<file path="config.mk">
export PLATFORM = sky130hd
export DESIGN_NAME = bcd_serial_addsub
export DESIGN_NICKNAME = d
export VERILOG_FILES = /design/src/rtl/bcd_serial_addsub.sv
export SDC_FILE = /design/constraint.sdc
export NUM_CORES = 1
export LEC_CHECK = 0
export CAP_MARGIN = 10
export CELL_PAD_IN_SITES_DETAIL_PLACEMENT = 1
export CELL_PAD_IN_SITES_GLOBAL_PLACEMENT = 1
export CORE_ASPECT_RATIO = 2
export CORE_MARGIN = 2
export CORE_UTILIZATION = 43
export CTS_BUF_LIST = sky130_fd_sc_hd__clkbuf_2
export DETAILED_ROUTE_END_ITERATION = 7
export MAX_ROUTING_LAYER = met4
export PLACE_DENSITY = 0.82
export SYNTH_ARGS = -nofsm -noshare
export SYNTH_HDL_FRONTEND = slang
export SYNTH_SLANG_ARGS = --single-unit
</file>
<file path="constraint.sdc">
create_clock -name clk -period 5 [get_ports clk]
set_input_delay 1.25 -clock clk [delete_from_list [all_inputs] [get_ports clk]]
set_output_delay 1.25 -clock clk [all_outputs]
set_load 0.02 [all_outputs]
</file>
<file path="src/rtl/bcd_serial_addsub.sv">
// Digit-serial signed BCD adder/subtractor: one BCD digit per clock, LSD first,
// with a second 10's-complement pass when a subtraction result goes negative.
module bcd_serial_addsub #(
    parameter int DIGITS = 3
) (
    input  logic                  clk,
    input  logic                  rst,
    input  logic                  start,
    input  logic                  Op,
    input  logic                  SA,
    input  logic                  SB,
    input  logic [4*DIGITS-1:0]   A,
    input  logic [4*DIGITS-1:0]   B,
    output logic [4*DIGITS-1:0]   S,
    output logic                  SS,
    output logic                  Cout,
    output logic                  err,
    output logic                  busy,
    output logic                  done
);

    localparam int W  = 4 * DIGITS;
    localparam int IW = (DIGITS > 1) ? $clog2(DIGITS) : 1;
    localparam logic [IW-1:0] LAST_IDX = IW'(DIGITS - 1);

    typedef enum logic [1:0] {
        IDLE,
        ADD,
        COMP,
        DONE
    } state_e;

    // One decimal digit step: binary add, then +6 correction when the sum passes 9.
    function automatic logic [4:0] bcd_digit(input logic [3:0] x, input logic [3:0] y,
                                             input logic c);
        logic [4:0] bin;
        bin = {1'b0, x} + {1'b0, y} + {4'b0000, c};
        if (bin > 5'd9) begin
            return {1'b1, bin[3:0] + 4'd6};
        end
        return {1'b0, bin[3:0]};
    endfunction

    function automatic logic has_bad_digit(input logic [W-1:0] v);
        logic bad;
        bad = 1'b0;
        for (int i = 0; i < DIGITS; i++) begin
            if (v[4*i +: 4] > 4'd9) begin
                bad = 1'b1;
            end
        end
        return bad;
    endfunction

    state_e          state_q, state_d;
    logic [W-1:0]    a_q, a_d;
    logic [W-1:0]    b_q, b_d;
    logic [W-1:0]    sum_q, sum_d;
    logic            sa_q, sa_d;
    logic            csign_q, csign_d;
    logic            eff_q, eff_d;
    logic            errl_q, errl_d;
    logic [IW-1:0]   idx_q, idx_d;
    logic            carry_q, carry_d;
    logic [W-1:0]    s_q, s_d;
    logic            ss_q, ss_d;
    logic            cout_q, cout_d;
    logic            err_q, err_d;

    logic [4:0]      add_r;
    logic [4:0]      comp_r;
    logic [W-1:0]    add_sum;
    logic [W-1:0]    comp_sum;
    logic            last;
    logic            fin;
    logic [W-1:0]    fin_sum;
    logic            fin_cout;
    logic            fin_sign;

    always_comb begin
        // NOTE: every variable gets a default before the case so no path can infer a latch.
        state_d  = state_q;
        a_d      = a_q;
        b_d      = b_q;
        sum_d    = sum_q;
        sa_d     = sa_q;
        csign_d  = csign_q;
        eff_d    = eff_q;
        errl_d   = errl_q;
        idx_d    = idx_q;
        carry_d  = carry_q;
        s_d      = s_q;
        ss_d     = ss_q;
        cout_d   = cout_q;
        err_d    = err_q;
        fin      = 1'b0;
        fin_sum  = '0;
        fin_cout = 1'b0;
        fin_sign = 1'b0;

        // Subtraction adds the 9's complement of B; the +1 comes in as the initial carry.
        add_r    = bcd_digit(a_q[3:0], eff_q ? (4'd9 - b_q[3:0]) : b_q[3:0], carry_q);
        comp_r   = bcd_digit(4'd9 - sum_q[3:0], 4'd0, carry_q);
        add_sum  = (sum_q >> 4) | (W'(add_r[3:0]) << (W - 4));
        comp_sum = (sum_q >> 4) | (W'(comp_r[3:0]) << (W - 4));
        last     = (idx_q == LAST_IDX);

        case (state_q)
            IDLE, DONE: begin
                state_d = IDLE;
                if (start) begin
                    a_d     = A;
                    b_d     = B;
                    sa_d    = SA;
                    csign_d = SB ^ Op;
                    eff_d   = SA ^ SB ^ Op;
                    errl_d  = has_bad_digit(A) | has_bad_digit(B);
                    idx_d   = '0;
                    carry_d = SA ^ SB ^ Op;
                    sum_d   = '0;
                    state_d = ADD;
                end
            end

            ADD: begin
                a_d     = a_q >> 4;
                b_d     = b_q >> 4;
                sum_d   = add_sum;
                carry_d = add_r[4];
                idx_d   = idx_q + 1'b1;
                if (last) begin
                    idx_d = '0;
                    if (!eff_q) begin
                        fin      = 1'b1;
                        fin_sum  = add_sum;
                        fin_cout = add_r[4];
                        fin_sign = sa_q;
                    end else if (add_r[4]) begin
                        fin      = 1'b1;
                        fin_sum  = add_sum;
                        fin_sign = sa_q;
                    end else begin
                        carry_d = 1'b1;
                        state_d = COMP;
                    end
                end
            end

            COMP: begin
                sum_d   = comp_sum;
                carry_d = comp_r[4];
                idx_d   = idx_q + 1'b1;
                if (last) begin
                    idx_d    = '0;
                    fin      = 1'b1;
                    fin_sum  = comp_sum;
                    fin_sign = csign_q;
                end
            end

            default: state_d = IDLE;
        endcase

        // Result registers change only on entry to DONE; bad digits mask the result.
        if (fin) begin
            state_d = DONE;
            if (errl_q) begin
                s_d    = '0;
                ss_d   = 1'b0;
                cout_d = 1'b0;
                err_d  = 1'b1;
            end else begin
                s_d    = fin_sum;
                ss_d   = fin_sign & (fin_sum != '0);
                cout_d = fin_cout;
                err_d  = 1'b0;
            end
        end
    end

    // NOTE: sequential state uses non-blocking assignments only, so every register
    // samples the pre-edge value of every other register.
    always_ff @(posedge clk or posedge rst) begin
        if (rst) begin
            state_q <= IDLE;
            a_q     <= '0;
            b_q     <= '0;
            sum_q   <= '0;
            sa_q    <= 1'b0;
            csign_q <= 1'b0;
            eff_q   <= 1'b0;
            errl_q  <= 1'b0;
            idx_q   <= '0;
            carry_q <= 1'b0;
            s_q     <= '0;
            ss_q    <= 1'b0;
            cout_q  <= 1'b0;
            err_q   <= 1'b0;
        end else begin
            state_q <= state_d;
            a_q     <= a_d;
            b_q     <= b_d;
            sum_q   <= sum_d;
            sa_q    <= sa_d;
            csign_q <= csign_d;
            eff_q   <= eff_d;
            errl_q  <= errl_d;
            idx_q   <= idx_d;
            carry_q <= carry_d;
            s_q     <= s_d;
            ss_q    <= ss_d;
            cout_q  <= cout_d;
            err_q   <= err_d;
        end
    end

    assign S    = s_q;
    assign SS   = ss_q;
    assign Cout = cout_q;
    assign err  = err_q;
    assign busy = (state_q == ADD) || (state_q == COMP);
    assign done = (state_q == DONE);

endmodule

</file>
==> impl_metrics.ini <==
[clock_network]
clk_pin_slew_ns = 0.17
post_cts_buffers = 0
cts_sinks = 60
numCtsBuffers = 9
clock-root-buffer = clkbuf_2
clock_latency_ns = 0.52
cts_tree = built
htree_levels = 3
clk_path_buf_depth = 2
cts_resized = 0
ctsHoldBuffers = 0

[cells_and_area]
n_fill_cell = 902
multi_input_area_um2 = 1730
nets = 456
postLayoutCellArea_um2 = 4070
final_cells = 507
areaGrowthSynthToFinish_pct = 20.7
final_layout_size_suffix_gt1_frac = 0.0777
area.sequential_um2 = 1500

[route]
maxUsedRoutingLayer = met4
drt_wl_total_um = 9060
avgViaCountPerCell = 5.68
dr.pass1.iters = 4
route.met3.wl_um = 257
wl_per_cell_um = 17.9
vias = 2880
met1Wirelength_um = 3080
wl_met2_um = 5480
drcViolationCount = 0
final_antenna_net_count = 0
drtIter0Drc = 95

[die]
die_h_um = 129
core-area_um2 = 7600
ios = 47
chipWidth_um = 66.6
design.die.area_um2 = 8610
rows = 45
start_util = 0.443

[place]
place_inst = 490
place_ws_ns = 0.798
gp_congestion = 0.863
port_buffers = 46
dp.final_hpwl_um = 6870
postPlaceCellArea_um2 = 3930

[job]
drv_cap = 0

[global_route]
antenna_found_initial = 1
grt_max_degree = 35
grt_pass1_vias = 3089
grt_pass1_wl_um = 14900
grtUsageTotal = 0.240
grt.overflow.total = 0

[power_and_ir_drop]
p_leak_nw = 1.83
p_per_area_nw_per_um2 = 725
peakVddDrop_mv = 0.422

[worst_hold_path]
hold_path_startpoint = b_q[2]$_DFFE_PP0P_
min_path_type = reg2reg
hold_depth = 2
whs_endpoint = b_q[2]$_DFFE_PP0P_

[critical_path]
ff2ff_setup_slack_ns = 0.74
worstSetupPathType = reg2reg
rr_worst_depth = 16
timing.rr.end = SS$_DFFE_PP0P_
rr_startpoint = eff_q$_DFFE_PP0P_
setup.worst_path.end_class = flip-flop
critical_path.max_fanout = 11
required_ns = 5.38
crit_path_start_kind = flip-flop
cp_data_arrival_time_ns = 4.64

[logic_synthesis]
synth-seq-cells = 60
yosys_warnings = 0
yosysUniqueCellTypes = 47
synth_edf_count = 0
syn-cell-area_um2 = 3370
ys_seq_area_frac = 0.445
synth-async-reset-ratio = 1.00
syn_nets = 409
synthFlopType = dfrtp_1
syn_avg_cell_area_um2 = 9.34
synth_cells = 361

[run_status]
outcome = complete, no violations

[timing]
drv_slew = 0
max-slew-margin-rel = 0.482
timing.final.ws_setup_ns = 0.743
setup_viol = 0
finalHoldViolCount = 0
rsz0062_at_grt = false
finClkSkew_ns = 0.0307
fin_crit_sh = 0.851
worstMarginPinSlew_ns = 0.778
timing.setup.tns_ns = 0
max_freq_mhz = 235
fin_crit_ns = 4.26
-- report_power, final --
group	leakage, nW	internal [mW]	switching [mW]	total [mW]
clock	0.0794	0.164	0.184	0.347
combinational	0.963	0.745	1.08	1.82
sequential	0.785	0.646	0.134	0.780
-- routing by layer --
metal,track usage,up-vias
li1,-,1367
met1,0.233,1421
met2,0.454,75
met3,0.0339,17
met4,0.106,0
met5,-,-
-- layout make-up --
class                      count  share of cell area
multi-input combinational    265               0.426
tap                           94              0.0289
clock buffer                  10              0.0123
timing repair buffer          53               0.127
sequential                    60               0.369
antenna                        1            0.000615
clock inverter                 5              0.0191
inverter                      19              0.0175
-- stage by stage --
step	util	total power, mW	hold WS (ns)
after floorplan	-	2.06	0.450
after global placement	0.517	2.49	0.462
after detailed placement	0.517	2.59	0.470
after CTS	0.533	2.95	0.503
after global routing	0.535	3.19	0.524
final	0.535	2.95	0.502
-- how the worst max path moves through the flow --
stage | from | end | slack, ns | depth (start not counted)
global placement | eff_q$_DFFE_PP0P_ | SS$_DFFE_PP0P_ | 1.09 | 16
finish | eff_q$_DFFE_PP0P_ | SS$_DFFE_PP0P_ | 0.74 | 16
global route | eff_q$_DFFE_PP0P_ | SS$_DFFE_PP0P_ | 0.44 | 16
detailed placement | eff_q$_DFFE_PP0P_ | SS$_DFFE_PP0P_ | 0.80 | 16
CTS | eff_q$_DFFE_PP0P_ | SS$_DFFE_PP0P_ | 0.74 | 16
floorplan | eff_q$_DFFE_PP0P_ | SS$_DFFE_PP0P_ | 1.22 | 17
-- kinds of logic (layout without fill, tap and decap cells) --
family	after synthesis	count (layout)	synth area share
simple gates	108	108	0.149
mux	23	23	0.0698
other cells	0	1	0
buf+inv	36	87	0.0419
compound gates	107	107	0.199
xor+xnor	9	9	0.0234
fa+ha+maj	18	18	0.0713
flops	60	60	0.445
-- layout by cell type, fill, tap and decap left out, types with 2 or more instances in the layout --
cell type / synthesis / final
dfrtp_1: 60 / 60
nand2_1: 58 / 58
o21ai_0: 46 / 46
clkdlybuf4s50_1: 0 / 46
mux2i_1: 19 / 19
inv_1: 19 / 18
a21oi_1: 16 / 16
ha_1: 16 / 16
nand2b_1: 15 / 15
nor2_1: 15 / 15
a22o_1: 10 / 10
clkbuf_2: 0 / 10
and3_1: 8 / 8
xnor2_1: 7 / 7
buf_4: 1 / 6
a31oi_1: 5 / 5
a21o_1: 4 / 4
o22ai_1: 4 / 4
mux2_2: 4 / 4
a211oi_1: 3 / 3
nor4_1: 3 / 3
nor3b_1: 2 / 2
xor2_1: 2 / 2
o221ai_1: 2 / 2
nand4_1: 2 / 2
o31ai_1: 2 / 2
a21boi_0: 2 / 2
fa_1: 2 / 2
bufinv_16: 0 / 2
-- synth_stat cells, drive strengths merged, types with 8 or more instances --
master	number	share of area
o21ai	46	0.068
nand2b	15	0.028
a21oi	16	0.024
mux2i	19	0.056
dfrtp	60	0.45
inv	19	0.021
clkbuf	13	0.014
ha	16	0.059
a22o	10	0.026
nand2	58	0.065
and3	8	0.015
nor2	15	0.017
-- flip-flops by register name, summed over array words and instances (netlist names) --
name / cells
S: 12
carry_q: 1
b_q: 12
a_q: 12
state_q: 2
SS: 1
sum_q: 12
csign_q: 1
sa_q: 1
idx_q: 2
eff_q: 1
errl_q: 1
Cout: 1
err: 1
-- critical path, stage by stage (launching register included) --
cell and delay [ns]:
dfrtp_1 0.53, xnor2_1 0.19, fa_1 0.42, fa_1 0.47, xnor2_1 0.31, inv_1 0.16, ha_1 0.21, nand2b_1 0.10
a2bb2oi_1 0.10, a31oi_1 0.53, inv_1 0.10, ha_1 0.32, nor2_1 0.04, a21oi_1 0.12, o22ai_1 0.12, nor4_1 0.27
a31oi_1 0.12
(Power assumes the default switching activity.)
